[src/rtl/ibus_responder.sv]
// Instruction-bus responder: serves fetches from a one-doubleword buffer and
// falls back to a single-beat cbus read on a miss.
package ibus_pkg;
  typedef logic [2:0] msize_t;
  typedef logic [3:0] mlen_t;
  typedef logic [1:0] axi_burst_t;

  localparam msize_t     MSIZE8          = 3'd3;
  localparam mlen_t      MLEN1           = 4'd0;
  localparam axi_burst_t AXI_BURST_FIXED = 2'd0;

  typedef struct packed {
    logic        valid;
    logic [63:0] addr;
  } ibus_req_t;

  typedef struct packed {
    logic        addr_ok;
    logic        data_ok;
    logic [63:0] data;
  } ibus_resp_t;

  typedef struct packed {
    logic        valid;
    logic        is_write;
    msize_t      size;
    logic [63:0] addr;
    logic [7:0]  strobe;
    logic [63:0] data;
    mlen_t       len;
    axi_burst_t  burst;
  } cbus_req_t;

  typedef struct packed {
    logic        ready;
    logic        last;
    logic [63:0] data;
  } cbus_resp_t;
endpackage

module ibus_responder
  import ibus_pkg::*;
#(
  parameter bit HIT_EN = 1'b1
) (
  input  logic       clk,
  input  logic       rst,
  input  ibus_req_t  ireq,
  output ibus_resp_t iresp,
  output cbus_req_t  creq,
  input  cbus_resp_t cresp,
  input  logic       flush
);

  typedef enum logic [1:0] {IDLE, MISS, RESP} state_t;

  state_t      state_reg, state_next;
  logic        buf_valid_reg, buf_valid_next;
  logic [60:0] buf_tag_reg, buf_tag_next;
  logic [63:0] buf_data_reg, buf_data_next;
  logic [60:0] pend_tag_reg, pend_tag_next;
  logic        drop_reg, drop_next;

  logic hit;
  logic fill_done;

  // A flush in the same cycle as a would-be hit forces the miss path.
  assign hit       = HIT_EN && buf_valid_reg && !flush && (buf_tag_reg == ireq.addr[63:3]);
  assign fill_done = cresp.ready && cresp.last;

  always_ff @(posedge clk) begin
    if (rst) begin
      state_reg     <= IDLE;
      buf_valid_reg <= 1'b0;
      buf_tag_reg   <= '0;
      buf_data_reg  <= '0;
      pend_tag_reg  <= '0;
      drop_reg      <= 1'b0;
    end else begin
      state_reg     <= state_next;
      buf_valid_reg <= buf_valid_next;
      buf_tag_reg   <= buf_tag_next;
      buf_data_reg  <= buf_data_next;
      pend_tag_reg  <= pend_tag_next;
      drop_reg      <= drop_next;
    end
  end

  always_comb begin
    state_next     = state_reg;
    buf_valid_next = buf_valid_reg && !flush;
    buf_tag_next   = buf_tag_reg;
    buf_data_next  = buf_data_reg;
    pend_tag_next  = pend_tag_reg;
    drop_next      = drop_reg;
    iresp          = '0;
    creq           = '0;

    unique case (state_reg)
      IDLE: begin
        if (ireq.valid) begin
          if (hit) begin
            state_next = RESP;
          end else begin
            pend_tag_next = ireq.addr[63:3];
            state_next    = MISS;
          end
        end
      end

      MISS: begin
        creq.valid = 1'b1;
        creq.size  = MSIZE8;
        creq.addr  = {pend_tag_reg, 3'b000};
        creq.len   = MLEN1;
        creq.burst = AXI_BURST_FIXED;
        if (fill_done) begin
          // The fill always lands in the buffer; a flush seen during the read
          // only keeps it from being marked valid.
          buf_data_next  = cresp.data;
          buf_tag_next   = pend_tag_reg;
          buf_valid_next = !drop_reg && !flush;
          drop_next      = 1'b0;
          if (ireq.valid && (ireq.addr[63:3] == pend_tag_reg)) begin
            state_next = RESP;
          end else begin
            state_next = IDLE;
          end
        end else if (flush) begin
          drop_next = 1'b1;
        end
      end

      RESP: begin
        iresp.addr_ok = 1'b1;
        iresp.data_ok = 1'b1;
        iresp.data    = buf_data_reg;
        state_next    = IDLE;
      end

      default: begin
        state_next = IDLE;
      end
    endcase
  end

endmodule

[config.mk]
export PLATFORM = sky130hd
export DESIGN_NAME = ibus_responder
export DESIGN_NICKNAME = d
export VERILOG_FILES = /design/src/rtl/ibus_responder.sv
export SDC_FILE = /design/constraint.sdc
export NUM_CORES = 1
export LEC_CHECK = 0
export CAP_MARGIN = 15
export CORE_MARGIN = 3
export CORE_UTILIZATION = 46
export DETAILED_ROUTE_END_ITERATION = 8
export PLACE_DENSITY = 0.81
export SETUP_SLACK_MARGIN = 0.2
export SYNTH_ARGS = -nofsm -noshare
export SYNTH_HDL_FRONTEND = slang
export SYNTH_SLANG_ARGS = --single-unit
[constraint.sdc]
create_clock -name clk -period 1.9 [get_ports clk]
set_clock_uncertainty 0.05 [all_clocks]
set_input_delay 0.38 -clock clk [delete_from_list [all_inputs] [get_ports clk]]
set_output_delay 0.38 -clock clk [all_outputs]
set_load 0.01 [all_outputs]
== Yosys cells after proc, flatten, opt, wreduce, memory -nomap -nowiden ==
Index checks and enable logic that the tools add are counted.
Widths: inputs -> output; s select.
Operators by class
  eq/ne operators: 6
  multiplexer cells: 12
  bitwise gates (word level): 1
  reduce and logical (&&, ||, !) cells: 13
Operator list (count)
  $mux 66: 2
  $eq 61x61->1: 2
  $mux 2: 4
  $reduce_and 2->1: 3
  $logic_and 1x1->1: 5
  $mux 1: 5
  $ne 2x2->1 const B: 2
  $pmux 2 s2: 1
  $reduce_and 3->1: 1
  $eq 2x1->1 const B: 1
  $eq 2x2->1 const B: 1
  $logic_not 1->1: 2
  $logic_not 2->1: 1
  $reduce_bool 2->1: 1
  $not 1->1: 1
Storage, ports and cells
  register bits: 190
  output and inout bits: 213
  word-level logic and storage cells: 38

== Longest topological paths before layout ==
  word-level depth: 6
  mapped depth: 8

== Worst setup path after synthesis ==
OpenSTA, ideal clock, no wires.
  kind: input to register
  start point: in ireq[28] (netlist name)
  end point: reg pend_tag_reg[0]
  data required time: 1.730 ns
  stages: 8
  library setup time: 0.120 ns
  arrival time: 1.637 ns
  slack: 0.093 ns
  buffers on the path: 2
  path through: xnor2_1 > o221ai_1 > a2111oi_0 > and4_1 > a21oi_1 > buf_6 > buf_6 > mux2i_1
Between the ends
  cells in the longest elaborated chain, start to end: 4
Ends and longest elaborated chain
  from (decl): RTL line 48  | input ibus_req_t ireq,
  $eq 61x61->1: RTL line 68  | assign hit = HIT_EN && buf_valid_reg && !flush && (buf_tag_reg == ireq.addr[63:3]);
  $logic_and 1x1->1: RTL line 68
  $not 1->1 (no source line)
  $reduce_and 3->1 (no source line)
  to (signal assigned): RTL line 84  | pend_tag_reg <= pend_tag_next;
  to (decl): RTL line 61  | logic [60:0] pend_tag_reg, pend_tag_next;
Every way passes these cells.
A chain may end at the register's enable or synchronous reset.

== Final worst setup path ==
  start point: reg buf_tag_reg[6]
  end point: reg pend_tag_reg[18]
Between the ends
  cells in the longest elaborated chain, start to end: 4
Ends and longest elaborated chain
  from (decl): RTL line 59  | logic [60:0] buf_tag_reg, buf_tag_next;
  from (signal assigned): RTL line 82  | buf_tag_reg <= buf_tag_next;
  $eq 61x61->1: RTL line 68
  $logic_and 1x1->1: RTL line 68
  $not 1->1 (no source line)
  $reduce_and 3->1 (no source line)
Every way passes these cells.

==> impl_results.md <==
- Top-level I/O count: 347
- Overall Power: 10.11 mW
- EDFF count, synth: 0
- Final Net Count: 1745
- Most numerous cell in the Yosys netlist: nand2_1
- CP startpoint kind: register
- Crit share post-route: 1.392
- Avg WL per Cell: 26.10 um
- Area Growth Syn to Fin: 70.02%
- Post-Synthesis Cells: 1226
- Placed insts: 1785
- Post-synth cell types: 31
- Placed wire-length estimate: 22.69 mm
- Finished Core Util: 0.8015
- Initial Util: 0.4714
- Min Tclk post-route: 2.645 ns
- CP Capture Type: register
- Row count: 53
- Slew margin rel.: 0.6064
- Routed WL: 49.53 mm
- Max FFs per register: 64
- Buffers & Inverters on Critical Path: 2
- Post-synth top area share: 0.3814
- Slowest-stage cell, CP: xnor2_1
- Ys async rst share: 0
- Required @ worst endpoint: 2.17 ns
- Root cell of the clock tree: clkbuf_16
- Synth Cell Area: 0.009972 sq mm
- P_leak: 7.556 nW
- Clk Latency, worst-skew pair: 0.44 ns
- VDD IR-drop max: 0.5596 mV
- Cts hold-fix bufs: 0
- # DRC: 0
- Clock share of power: 0.356
- DRT Pass-1 Iters: 7
- Final hold vios: 0
- Largest net degree at the start of global routing: 70
- TritonCTS buffer count: 17
- Clock Path Buffers: 2
- Fillers: 1084
- GPL Wtd Cong: 0.9328
- First-pass GRT wire length: 48.82 mm
- Sinks on Clock Net: 190
- Max cap viols: 0
- Cell accounting for the most synthesized area: dfxtp_1
- Final ANT Viol Nets: 0
- Synth Register Bits: 190
- Psw: 3.006 mW
- Seq pwr share: 0.426
- Synth Area per Inst: 8.134 sq um
- Failing checks: negative setup slack
- Setup CP Type: reg2reg
- Die Y: 153.2 um
- Cell Pwr Density: 596.5 mW/mm^2
- Average via count per standard cell: 5.853
- Switching Fraction: 0.2972
- Worst Hold Class: in2reg
- Final setup margin: -0.7453 ns
- Initial antenna violation count: 2
- Crit-path max FO: 8
- YS warnings: 0
- Slew Limit Fails: 0
- Top delay family on crit path: simple AND/OR/NAND/NOR gates
- Status: finished, violations left
- Max Clk Rate: 378.0 MHz
- GRT Total Usage: 0.2609
- Vias in the first global route: 8997
- Design internal power: 7.107 mW
- Actual slew at the worst max-slew pin: 0.5862 ns
- Dominant cells by area after synthesis: dfxtp_1, nand2_1, and2_1
- Final setup vio count: 320
- Hold WS: 0.2477 ns
- H-Tree Depth: 4
- Post-synth top cells: nand2_1, dfxtp_1, a21oi_1
- CP peak stage delay: 0.50 ns
- Filler-free cell count of the finished design: 1898
- Via count: 11.11k
- Crit-path cells: xnor2_1, nand4_1, nor4_2, and4_4, a21oi_4, buf_12, clkbuf_16, mux2i_1
- Core ar.: 0.02115 sq mm
- Arrival time worst endpoint: 2.92 ns
- Main synth FF type: dfxtp_1
- Clock slew at reported path FFs: 0.07 ns
- Die area: 0.02348 sq mm
- Flop2flop setup slack: -0.75 ns
- Comb power frac: 0.219
- Initial DRC Count: 1533
- Port bufs: 260
- Unrepaired setup endpoints after global routing: true
- Sequential-to-total area share from yosys stat: 0.3814
- Total grt overflow: 0
- CTS tree: built
- Die X: 153.2 um
- Layout cells sized above 1: 0.4235
[metal layers]
| layer | track usage | wire length [um] | vias to the layer above |
|---|---|---|---|
| li1 | - | - | 4541 |
| met1 | 0.3327 | 17220 | 5205 |
| met2 | 0.4316 | 22350 | 997 |
| met3 | 0.05719 | 5798 | 366 |
| met4 | 0.1022 | 4167 | 0 |
| met5 | 0 | 0 | - |
[power groups by stage]
stage          Clock (mW)  Sequential, mW  Combinational (mW)
3_3_place_gp            0            4.33                1.49
4_1_cts              3.51            4.25                1.56
5_1_grt              3.73            4.31                2.26
3_5_place_dp            0            4.34                1.51
6_report             3.60            4.30                2.21
2_1_floorplan           0            4.30               0.836
[cell families after synthesis]
family | synth area share
DFF | 0.3814
xor gates and xnor gates | 0.1028
other | 0.0003761
muxes | 0.06123
and+or+nand+nor | 0.2813
buffers and inverters | 0.1020
AOI/OAI and AO/OA | 0.07089
[cell usage in the layout (no fill, tap or decap), types with 13 or more instances in the layout]
cell type        count
a21oi_1             63
clkdlybuf4s50_1     89
nand4_1             13
a21oi_2             65
buf_6              119
xnor2_2             18
and2_1              30
nand2_1            137
conb_1              83
clkbuf_16           54
xnor2_1             17
mux2i_1             60
nand2b_1           122
and2_4              96
dlygate4sd2_1       21
buf_12              29
nand2_4             50
buf_2               27
nand2_2             65
dlymetal6s2s_1      19
xor2_1              70
dfxtp_1            184
buf_4               89
[cell type report]
class / count / area [sq um] / share of cell area
Multi-Input combinational cell: 950 / 6932 / 0.4088
Timing Repair Buffer: 446 / 5290 / 0.3120
Sequential cell: 190 / 3811 / 0.2248
Clock buffer: 17 / 425.4 / 0.02509
Tap cell: 275 / 344.1 / 0.02029
Clock inverter: 11 / 122.6 / 0.007232
Inverter: 6 / 22.52 / 0.001328
Antenna cell: 3 / 7.507 / 0.0004428
[path summary, 6_finish.rpt]
| path | start | cells past startpoint | to |
|---|---|---|---|
| max | buf_tag_reg[6] | 8 | pend_tag_reg[18] |
| min | rst | 2 | buf_tag_reg[54] |
| max reg2reg | buf_tag_reg[6] | 8 | pend_tag_reg[18] |
| min reg2reg | buf_data_reg[14] | 2 | buf_data_reg[14] |
[through the flow]
stage / TNS, ns / setup WS (ns) / cell area (sq um)
2_1_floorplan: 0 / 0.1562 / 10300
3_3_place_gp: -52.09 / -0.7810 / 13260
3_5_place_dp: -50.65 / -0.7734 / 13260
4_1_cts: -14.00 / -0.1718 / 13870
5_1_grt: -93.19 / -0.7299 / 16960
6_report: -94.34 / -0.7453 / 16960
[what timing repair did]
action	in CTS	in global routing
cloned	3	54
setup endpoints to repair	320	320
buffers inserted	9	16
resized for setup	569	569
pin swaps	22	140
No activity file was read; power rests on OpenSTA's default activity.
